$ cat src/rtl/router_fifo_if.sv
// Handshake and data bundle between one router output port buffer and its writer/reader.
interface router_fifo_if #(
  parameter int WIDTH = 8
);
  logic             soft_reset;
  logic             write_enb;
  logic             read_enb;
  logic             lfd_state;
  logic [WIDTH-1:0] data_in;
  logic [WIDTH-1:0] data_out;
  logic             full;
  logic             empty;

  modport master (
    output soft_reset, write_enb, read_enb, lfd_state, data_in,
    input  data_out, full, empty
  );

  modport slave (
    input  soft_reset, write_enb, read_enb, lfd_state, data_in,
    output data_out, full, empty
  );
endinterface

$ cat src/rtl/router_fifo.sv
// Per-port output buffer of the 1x3 router: header-tagged FIFO that tracks the
// remaining length of the packet being read and idles its output between packets.
module router_fifo #(
  parameter int DEPTH = 16,
  parameter int WIDTH = 8
) (
  input  logic        clock,
  input  logic        reset,
  router_fifo_if.slave bus
);
  localparam int AW = $clog2(DEPTH);
  localparam int CW = WIDTH - 1;

  logic [WIDTH:0]   mem_q [DEPTH];
  logic [AW:0]      wr_ptr_q, wr_ptr_d;
  logic [AW:0]      rd_ptr_q, rd_ptr_d;
  logic [CW-1:0]    pkt_cnt_q, pkt_cnt_d;
  logic [WIDTH-1:0] data_out_q, data_out_d;
  logic             full, empty;
  logic             wr_acc, rd_acc, flush;
  logic [WIDTH:0]   rd_entry;

  // Header length field counts payload bytes; one more covers the parity byte.
  function automatic logic [CW-1:0] hdr_count(input logic [WIDTH-1:0] hdr);
    return {1'b0, hdr[WIDTH-1:2]} + {{(CW-1){1'b0}}, 1'b1};
  endfunction

  function automatic logic [AW:0] ptr_inc(input logic [AW:0] p);
    return p + {{AW{1'b0}}, 1'b1};
  endfunction

  assign empty    = (wr_ptr_q == rd_ptr_q);
  assign full     = (wr_ptr_q[AW] != rd_ptr_q[AW]) &&
                    (wr_ptr_q[AW-1:0] == rd_ptr_q[AW-1:0]);
  assign flush    = reset || bus.soft_reset;
  assign wr_acc   = bus.write_enb && !full;
  assign rd_acc   = bus.read_enb && !empty;
  assign rd_entry = mem_q[rd_ptr_q[AW-1:0]];

  always_comb begin
    wr_ptr_d   = wr_ptr_q;
    rd_ptr_d   = rd_ptr_q;
    pkt_cnt_d  = pkt_cnt_q;
    data_out_d = data_out_q;
    if (flush) begin
      wr_ptr_d   = '0;
      rd_ptr_d   = '0;
      pkt_cnt_d  = '0;
      data_out_d = '0;
    end else begin
      if (wr_acc) wr_ptr_d = ptr_inc(wr_ptr_q);
      if (rd_acc) begin
        rd_ptr_d   = ptr_inc(rd_ptr_q);
        data_out_d = rd_entry[WIDTH-1:0];
        if (rd_entry[WIDTH])
          pkt_cnt_d = hdr_count(rd_entry[WIDTH-1:0]);
        else if (pkt_cnt_q != '0)
          pkt_cnt_d = pkt_cnt_q - {{(CW-1){1'b0}}, 1'b1};
      end else if (pkt_cnt_q == '0) begin
        data_out_d = '0;
      end
    end
  end

  always_ff @(posedge clock) begin
    wr_ptr_q   <= wr_ptr_d;
    rd_ptr_q   <= rd_ptr_d;
    pkt_cnt_q  <= pkt_cnt_d;
    data_out_q <= data_out_d;
  end

  // Storage is never cleared; a flush only rewinds the pointers.
  always_ff @(posedge clock) begin
    if (wr_acc && !flush)
      mem_q[wr_ptr_q[AW-1:0]] <= {bus.lfd_state, bus.data_in};
  end

  assign bus.data_out = data_out_q;
  assign bus.full     = full;
  assign bus.empty    = empty;
endmodule

$ cat src/flat_wrapper.sv
// flat-port wrapper written by rule: the top's interface ports become plain ports
module router_fifo_flat 
#(
  parameter int DEPTH = 16,
  parameter int WIDTH = 8
)
  (clock, reset, bus_soft_reset, bus_write_enb, bus_read_enb, bus_lfd_state, bus_data_in, bus_data_out, bus_full, bus_empty);
  router_fifo_if #(.WIDTH(WIDTH)) bus_i ();
  input  logic clock;
  input  logic reset;
  input wire logic [$bits(bus_i.soft_reset)-1:0] bus_soft_reset;
  input wire logic [$bits(bus_i.write_enb)-1:0] bus_write_enb;
  input wire logic [$bits(bus_i.read_enb)-1:0] bus_read_enb;
  input wire logic [$bits(bus_i.lfd_state)-1:0] bus_lfd_state;
  input wire logic [$bits(bus_i.data_in)-1:0] bus_data_in;
  output wire logic [$bits(bus_i.data_out)-1:0] bus_data_out;
  output wire logic [$bits(bus_i.full)-1:0] bus_full;
  output wire logic [$bits(bus_i.empty)-1:0] bus_empty;
  assign bus_i.soft_reset = bus_soft_reset;
  assign bus_i.write_enb = bus_write_enb;
  assign bus_i.read_enb = bus_read_enb;
  assign bus_i.lfd_state = bus_lfd_state;
  assign bus_i.data_in = bus_data_in;
  assign bus_data_out = bus_i.data_out;
  assign bus_full = bus_i.full;
  assign bus_empty = bus_i.empty;
  router_fifo #(.DEPTH(DEPTH), .WIDTH(WIDTH)) u_core (.clock(clock), .reset(reset), .bus(bus_i));
endmodule
$ cat config.mk
export PLATFORM = sky130hd
export DESIGN_NAME = router_fifo_flat
export DESIGN_NICKNAME = d
export VERILOG_FILES = /design/src/rtl/router_fifo_if.sv /design/src/rtl/router_fifo.sv /design/src/flat_wrapper.sv
export SDC_FILE = /design/constraint.sdc
export NUM_CORES = 1
export LEC_CHECK = 0
export ABC_AREA = 1
export CORE_MARGIN = 5
export CORE_UTILIZATION = 30
export DETAILED_ROUTE_END_ITERATION = 10
export PLACE_DENSITY_LB_ADDON = 0.2
export SYNTH_ARGS = -nofsm -noshare
export SYNTH_HDL_FRONTEND = slang
export SYNTH_SLANG_ARGS = --single-unit
$ cat constraint.sdc
create_clock -name clock -period 3.2 [get_ports clock]
set_input_delay 0.8 -clock clock [delete_from_list [all_inputs] [get_ports clock]]
set_output_delay 0.8 -clock clock [all_outputs]
set_load 0.1 [all_outputs]
# --- After elaboration in Yosys (flattened, before gate mapping) ---
# Memory sizes are Yosys's and may differ from the RTL's. A register that Yosys moved wholly into a read port is not among the register bits.
# Cells that the tools add are included.
totals:
  elab_cells: 33
  memories: 1
  reg_bits: 25
  ram_bits: 144
  output_inout_bits: 10
classes:
  reduce_logical: 13
  n_eq_ne: 3
  add_sub_neg: 4
  muxes: 8
mem_list:
  columns: ["name", "words", "word_bits", "read_ports", "rd_ports_with_merged_regs", "write_ports", "line", "rtl"]
  rows:
  - ["u_core.mem_q", 16, 9, 1, 1, 1, "router_fifo.sv:14", "logic [WIDTH:0] mem_q [DEPTH];"]
ops:
  columns: ["cell", "n"]
  rows:
  - ["$mux W8", 2]
  - ["$mux W7", 2]
  - ["$add A5 B1 Y5 const B", 2]
  - ["$mux W4", 2]
  - ["$add A6 B1 Y7 const B", 1]
  - ["$logic_not A7 Y1", 1]
  - ["$reduce_bool A7 Y1", 1]
  - ["$sub A7 B1 Y7 const B", 1]
  - ["$eq A5 B5 Y1", 1]
  - ["$eq A4 B4 Y1", 1]
  - ["$logic_and A1 B1 Y1", 4]
  - ["$reduce_bool A2 Y1", 2]
  - ["$logic_not A1 Y1", 3]
  - ["$mux W1", 2]
  - ["$reduce_and A2 Y1", 1]
  - ["$logic_or A1 B1 Y1", 1]
  - ["$ne A1 B1 Y1", 1]

# --- Logic depth before layout (Yosys ltp) ---
logic_depth:
  ltp_word: 7
  mapped_depth: 16
  depth_no_buf: 13

# --- Worst setup path before layout ---
# Ideal clock, no wire load.
synth_timing:
  kind: "input port to flip-flop"
  startpoint: "in bus_soft_reset"
  endpoint: "mem u_core.mem_q[11][0] in the netlist's numbering, enable pin"
  setup_time_ps: 387
  stages: 4
  arrival_ps: 2097
  required_time_ps: 2813
  path_buffers: 1
  setup_slack_ps: 717
  cell_sequence: "nor2_1 > inv_1 > clkbuf_1 > nor3_1"
synth_between:
  elab_chain_cells: 5
synth_rtl:
  columns: ["item", "line", "rtl"]
  rows:
  - ["start, declared", "flat_wrapper.sv:11", "input wire logic [$bits(bus_i.soft_reset)-1:0] bus_soft_reset;"]
  - ["$logic_or A1 B1 Y1", "router_fifo.sv:35", "assign flush = reset || bus.soft_reset;"]
  - ["$logic_not A1 Y1", "router_fifo.sv:74", "if (wr_acc && !flush)"]
  - ["$logic_and A1 B1 Y1", "router_fifo.sv:74", null]
  - ["$mux W1", "router_fifo.sv:74", null]
  - ["$mux W1 (implied by the code)", "router_fifo.sv:75", "mem_q[wr_ptr_q[AW-1:0]] <= {bus.lfd_state, bus.data_in};"]
  - ["end, declared", "router_fifo.sv:14", null]
# No other way between the ends.

# --- Final worst setup path ---
layout_timing:
  startpoint: "reg u_core.wr_ptr_q[1]"
  endpoint: "out bus_full"
layout_between:
  elab_chain_cells: 2
layout_rtl:
  columns: ["item", "line", "rtl"]
  rows:
  - ["start, declared", "router_fifo.sv:15", "logic [AW:0] wr_ptr_q, wr_ptr_d;"]
  - ["start signal, assigned", "router_fifo.sv:66", "wr_ptr_q <= wr_ptr_d;"]
  - ["$eq A4 B4 Y1", "router_fifo.sv:34", "(wr_ptr_q[AW-1:0] == rd_ptr_q[AW-1:0]);"]
  - ["$logic_and A1 B1 Y1", "router_fifo.sv:33", "assign full = (wr_ptr_q[AW] != rd_ptr_q[AW]) &&"]
  - ["end, declared", "flat_wrapper.sv:17", "output wire logic [$bits(bus_i.full)-1:0] bus_full;"]
# No other way between the ends.

==> impl_metrics.py <==
metrics = {
    "status": {
        "status": "finished, final reports clean",
    },
    "clock_network": {
        "clk-insertion-delay-late_ns": 0.43,
        "clock_tree.htree_level_count": 4,
        "clk_path_buf_depth": 2,
        "clk_pin_slew_ns": 0.07,
        "tritoncts": "done",
        "hold_buffers": 0,
        "clock_sinks": 173,
        "cts_setup_buffers": 0,
        "clock_tree.root_cell": "clkbuf_16",
        "numCtsBuffers": 17,
        "post_cts_resize_count": 0,
    },
    "detailed_routing": {
        "final_antenna_net_count": 0,
        "dr_total_vias": 5085,
        "routed_length_per_instance_microns": 17.0,
        "drtPass1Iterations": 5,
        "average_vias_per_placed_instance": 4.55,
        "drc": 0,
        "routed_wl_microns": 19000,
        "detail_route.iter0.violations": 496,
    },
    "grt": {
        "grt_pass1_wl_microns": 29800,
        "antenna_violations_before_repair": 0,
        "grt.overflow.total": 0,
        "grt_pass1_vias": 5072,
        "grt_start_max_net_pins": 80,
        "groute.usage.overall_pct": 14.0,
    },
    "floorplanning": {
        "ioPinCount": 24,
        "row_count": 57,
        "design.core.area_sq_um": 24400,
        "fp.dieArea_sq_um": 28000,
        "die_h_microns": 167,
        "die-width_microns": 167,
        "initial_core_util_pct": 30.5,
    },
    "logic_synthesis": {
        "synth_common_cells": "213 x nand2_1, 144 x edfxtp_1, 77 x nand3_1, 67 x inv_1, 57 x nor2_1",
        "ys_seq_elements": 173,
        "synth-async-reset-ratio_pct": 0,
        "synth_edf_count": 144,
        "synth_nets": 753,
        "post_synthesis_cell_type_with_the_largest_combined_area": "edfxtp_1",
        "synthesis.area_per_instance_sq_um": 10.2,
        "post-synth-top-count-cell": "nand2_1",
        "ys.flop_type": "edfxtp_1",
        "synth_cells": 732,
        "synth_top_area_share_pct": 58.2,
        "post_synth_instance_area_sq_um": 7430,
        "ys_seq_area_share_pct": 66.0,
        "yosys_warnings": 0,
        "yosys.cell_types.count": 29,
        "netlist_top_cells_area": "edfxtp_1 58%, nand2_1 11%, dfxtp_1 7.8%",
    },
    "hold_path": {
        "holdPathStages": 2,
        "timing.hold.worst.start": "u_core.bus.data_out[4]$_SDFFE_PP0P_",
        "worstHoldEndpoint": "u_core.bus.data_out[4]$_SDFFE_PP0P_",
        "min-delay-path-class": "flip-flop to flip-flop",
    },
    "sta": {
        "worstMarginPinSlew_ns": 0.791,
        "period_needed_ns": 2.62,
        "setup-violations-final": 0,
        "hold_viol_final": 0,
        "finClkSkew_ns": 0.00933,
        "max_clock_freq_ghz": 0.382,
        "totalNegativeSetupSlack_ns": 0,
        "min_period_over_period_pct": 81.7,
        "report.final.slew_viol_count": 0,
        "rsz_0062_raised_after_global_routing": "no",
        "worst_slew_margin_rel_pct": 47.1,
    },
    "setup_path": {
        "path_max_fanout": 5,
        "regToRegSetupSlack_ns": 0.85,
        "timing.setup.critical_path_class": "flip-flop to output pin",
        "reg2reg_to": "u_core.pkt_cnt_q[6]$_SDFFE_PP0P_",
        "arrival_ns": 1.82,
        "critPathRequiredTime_ns": 2.40,
        "crit_path_end_kind": "output pin",
        "timing.reg2reg.worst_path_depth": 13,
        "worstSetupStartpointType": "flip-flop",
    },
    "placed_design": {
        "dpl.cell_count": 1085,
        "finalWeightedCongestion": 0.794,
        "hpwlAfterDp_microns": 12400,
        "numPortBuffers": 23,
    },
    "power": {
        "power.density_cell_area_nw_per_um2": 560,
        "vdd_ir_drop_max_uv": 369,
        "combinationalPowerShare_pct": 6.2,
        "net-switching-power_mw": 1.07,
        "total_leakage_power_nw": 3.43,
        "sequentialPowerShare_pct": 50.0,
        "switching_portion_of_total_power_pct": 21.8,
        "clock_power_share_pct": 43.8,
        "power.internal_mw": 3.84,
    },
    "finish": {
        "layout-drive-gt1-share_pct": 10.7,
        "final_cells": 1117,
        "n_fill_cell": 2479,
        "final_nets": 801,
        "n_antenna_cell": 0,
        "synthToLayoutAreaGrowth_pct": 18.1,
    },
    "flow_run": {
        "cap_viol_max_count": 0,
    },
}
## critical path, stage by stage, from the launching register on
cell and delay, ns:
dfxtp_1 0.36, xor2_1 0.18, nor2_1 0.17, nand2_1 0.06
or2_2 0.28, inv_1 0.05, buf_4 0.28
## cell type report
class / instances / area [sq um] / share of cell area [%]
Clock inverter: 11 / 168 / 1.91
Clock buffer: 21 / 440 / 5.02
Tap cell: 324 / 405 / 4.62
Sequential cell: 173 / 4910 / 55.9
Inverter: 72 / 270 / 3.08
Timing Repair Buffer: 59 / 500 / 5.70
Multi-Input combinational cell: 457 / 2080 / 23.8
## cell families (layout without fill, tap and decap cells)
kind of cell             Yosys count  after routing  synth area share, %
adder cells (fa/ha/maj)            7              7                 1.18
XOR/XNOR                           6              6                0.707
flip-flops                       173            173                 66.0
AO/OA/AOI/OAI                     81             81                 6.03
buffers and inverters            102            163                 5.96
AND/OR/NAND/NOR                  363            363                 20.1
## routing by layer
layer  global-route usage, %  up-vias  share of wire [%]
met5                       0        -                  0
met4                    4.52        0                2.0
met3                    2.50       24                3.4
met2                    22.8       98                 47
met1                    19.0     2417                 47
li1                        -     2546                  -
## power by group through the flow
stage / clock, mW / combinational, mW / sequential, mW
2_1_floorplan: 0 / 0.168 / 2.52
3_3_place_gp: 0 / 0.313 / 2.51
3_5_place_dp: 0 / 0.313 / 2.51
4_1_cts: 2.20 / 0.313 / 2.46
5_1_grt: 2.28 / 0.340 / 2.46
6_report: 2.15 / 0.305 / 2.46
## stage by stage
step | instance area, sq um | power (mW) | hold slack (ns) | util (%) | setup slack, ns
after floorplan | 7430 | 2.68 | 0.448 | - | 0.717
after global placement | 8170 | 2.82 | 0.456 | 33.5 | 0.505
after detailed placement | 8170 | 2.82 | 0.458 | 33.5 | 0.503
after CTS | 8770 | 4.97 | 0.467 | 36.0 | 0.556
after global routing | 8770 | 5.07 | 0.499 | 36.0 | 0.411
final | 8770 | 4.92 | 0.464 | 36.0 | 0.585
## registers in the layout, summed over array words and instances (netlist names), named ones only
register,count
u_core.pkt_cnt_q,7
u_core.mem_q,144
u_core.rd_ptr_q,5
u_core.bus.data_out,8
u_core.wr_ptr_q,5
## layout by cell type, fill, tap and decap left out
master and count:
o211ai_1 6, buf_12 2, nand2_1 213, clkbuf_1 4, inv_2 3, nor2_4 1
or2_2 2, o21a_1 1, nand3_1 77, nor2_1 57, xnor2_1 1, buf_4 44
nand2_2 5, bufinv_16 4, clkinvlp_4 1, clkdlybuf4s50_1 13, clkbuf_16 17, nor3_1 7
o21ai_1 4, a21oi_1 38, o21ai_0 22, a21boi_1 1, a22oi_1 8, inv_1 67
dfxtp_1 28, clkinv_2 2, xor2_1 5, nor3b_1 1, ha_1 7, clkinv_4 3
dfxtp_2 1, clkinv_1 3, edfxtp_1 144, a211oi_1 1
## worst max path at each step
| stage | startpoint | end | cells past startpoint |
|---|---|---|---|
| 2_1_floorplan | bus_soft_reset | u_core.mem_q[11][0]$_DFFE_PP_ | 4 |
| 3_3_place_gp | bus_write_enb | u_core.mem_q[14][7]$_DFFE_PP_ | 6 |
| 3_5_place_dp | bus_write_enb | u_core.mem_q[14][1]$_DFFE_PP_ | 6 |
| 4_1_cts | u_core.wr_ptr_q[1]$_SDFFE_PP0P_ | bus_full | 6 |
| 5_1_grt | u_core.rd_ptr_q[0]$_SDFFE_PP0P_ | bus_full | 6 |
| 6_report | u_core.wr_ptr_q[1]$_SDFFE_PP0P_ | bus_full | 6 |
Note: power is estimated with default switching activity, not from simulation.
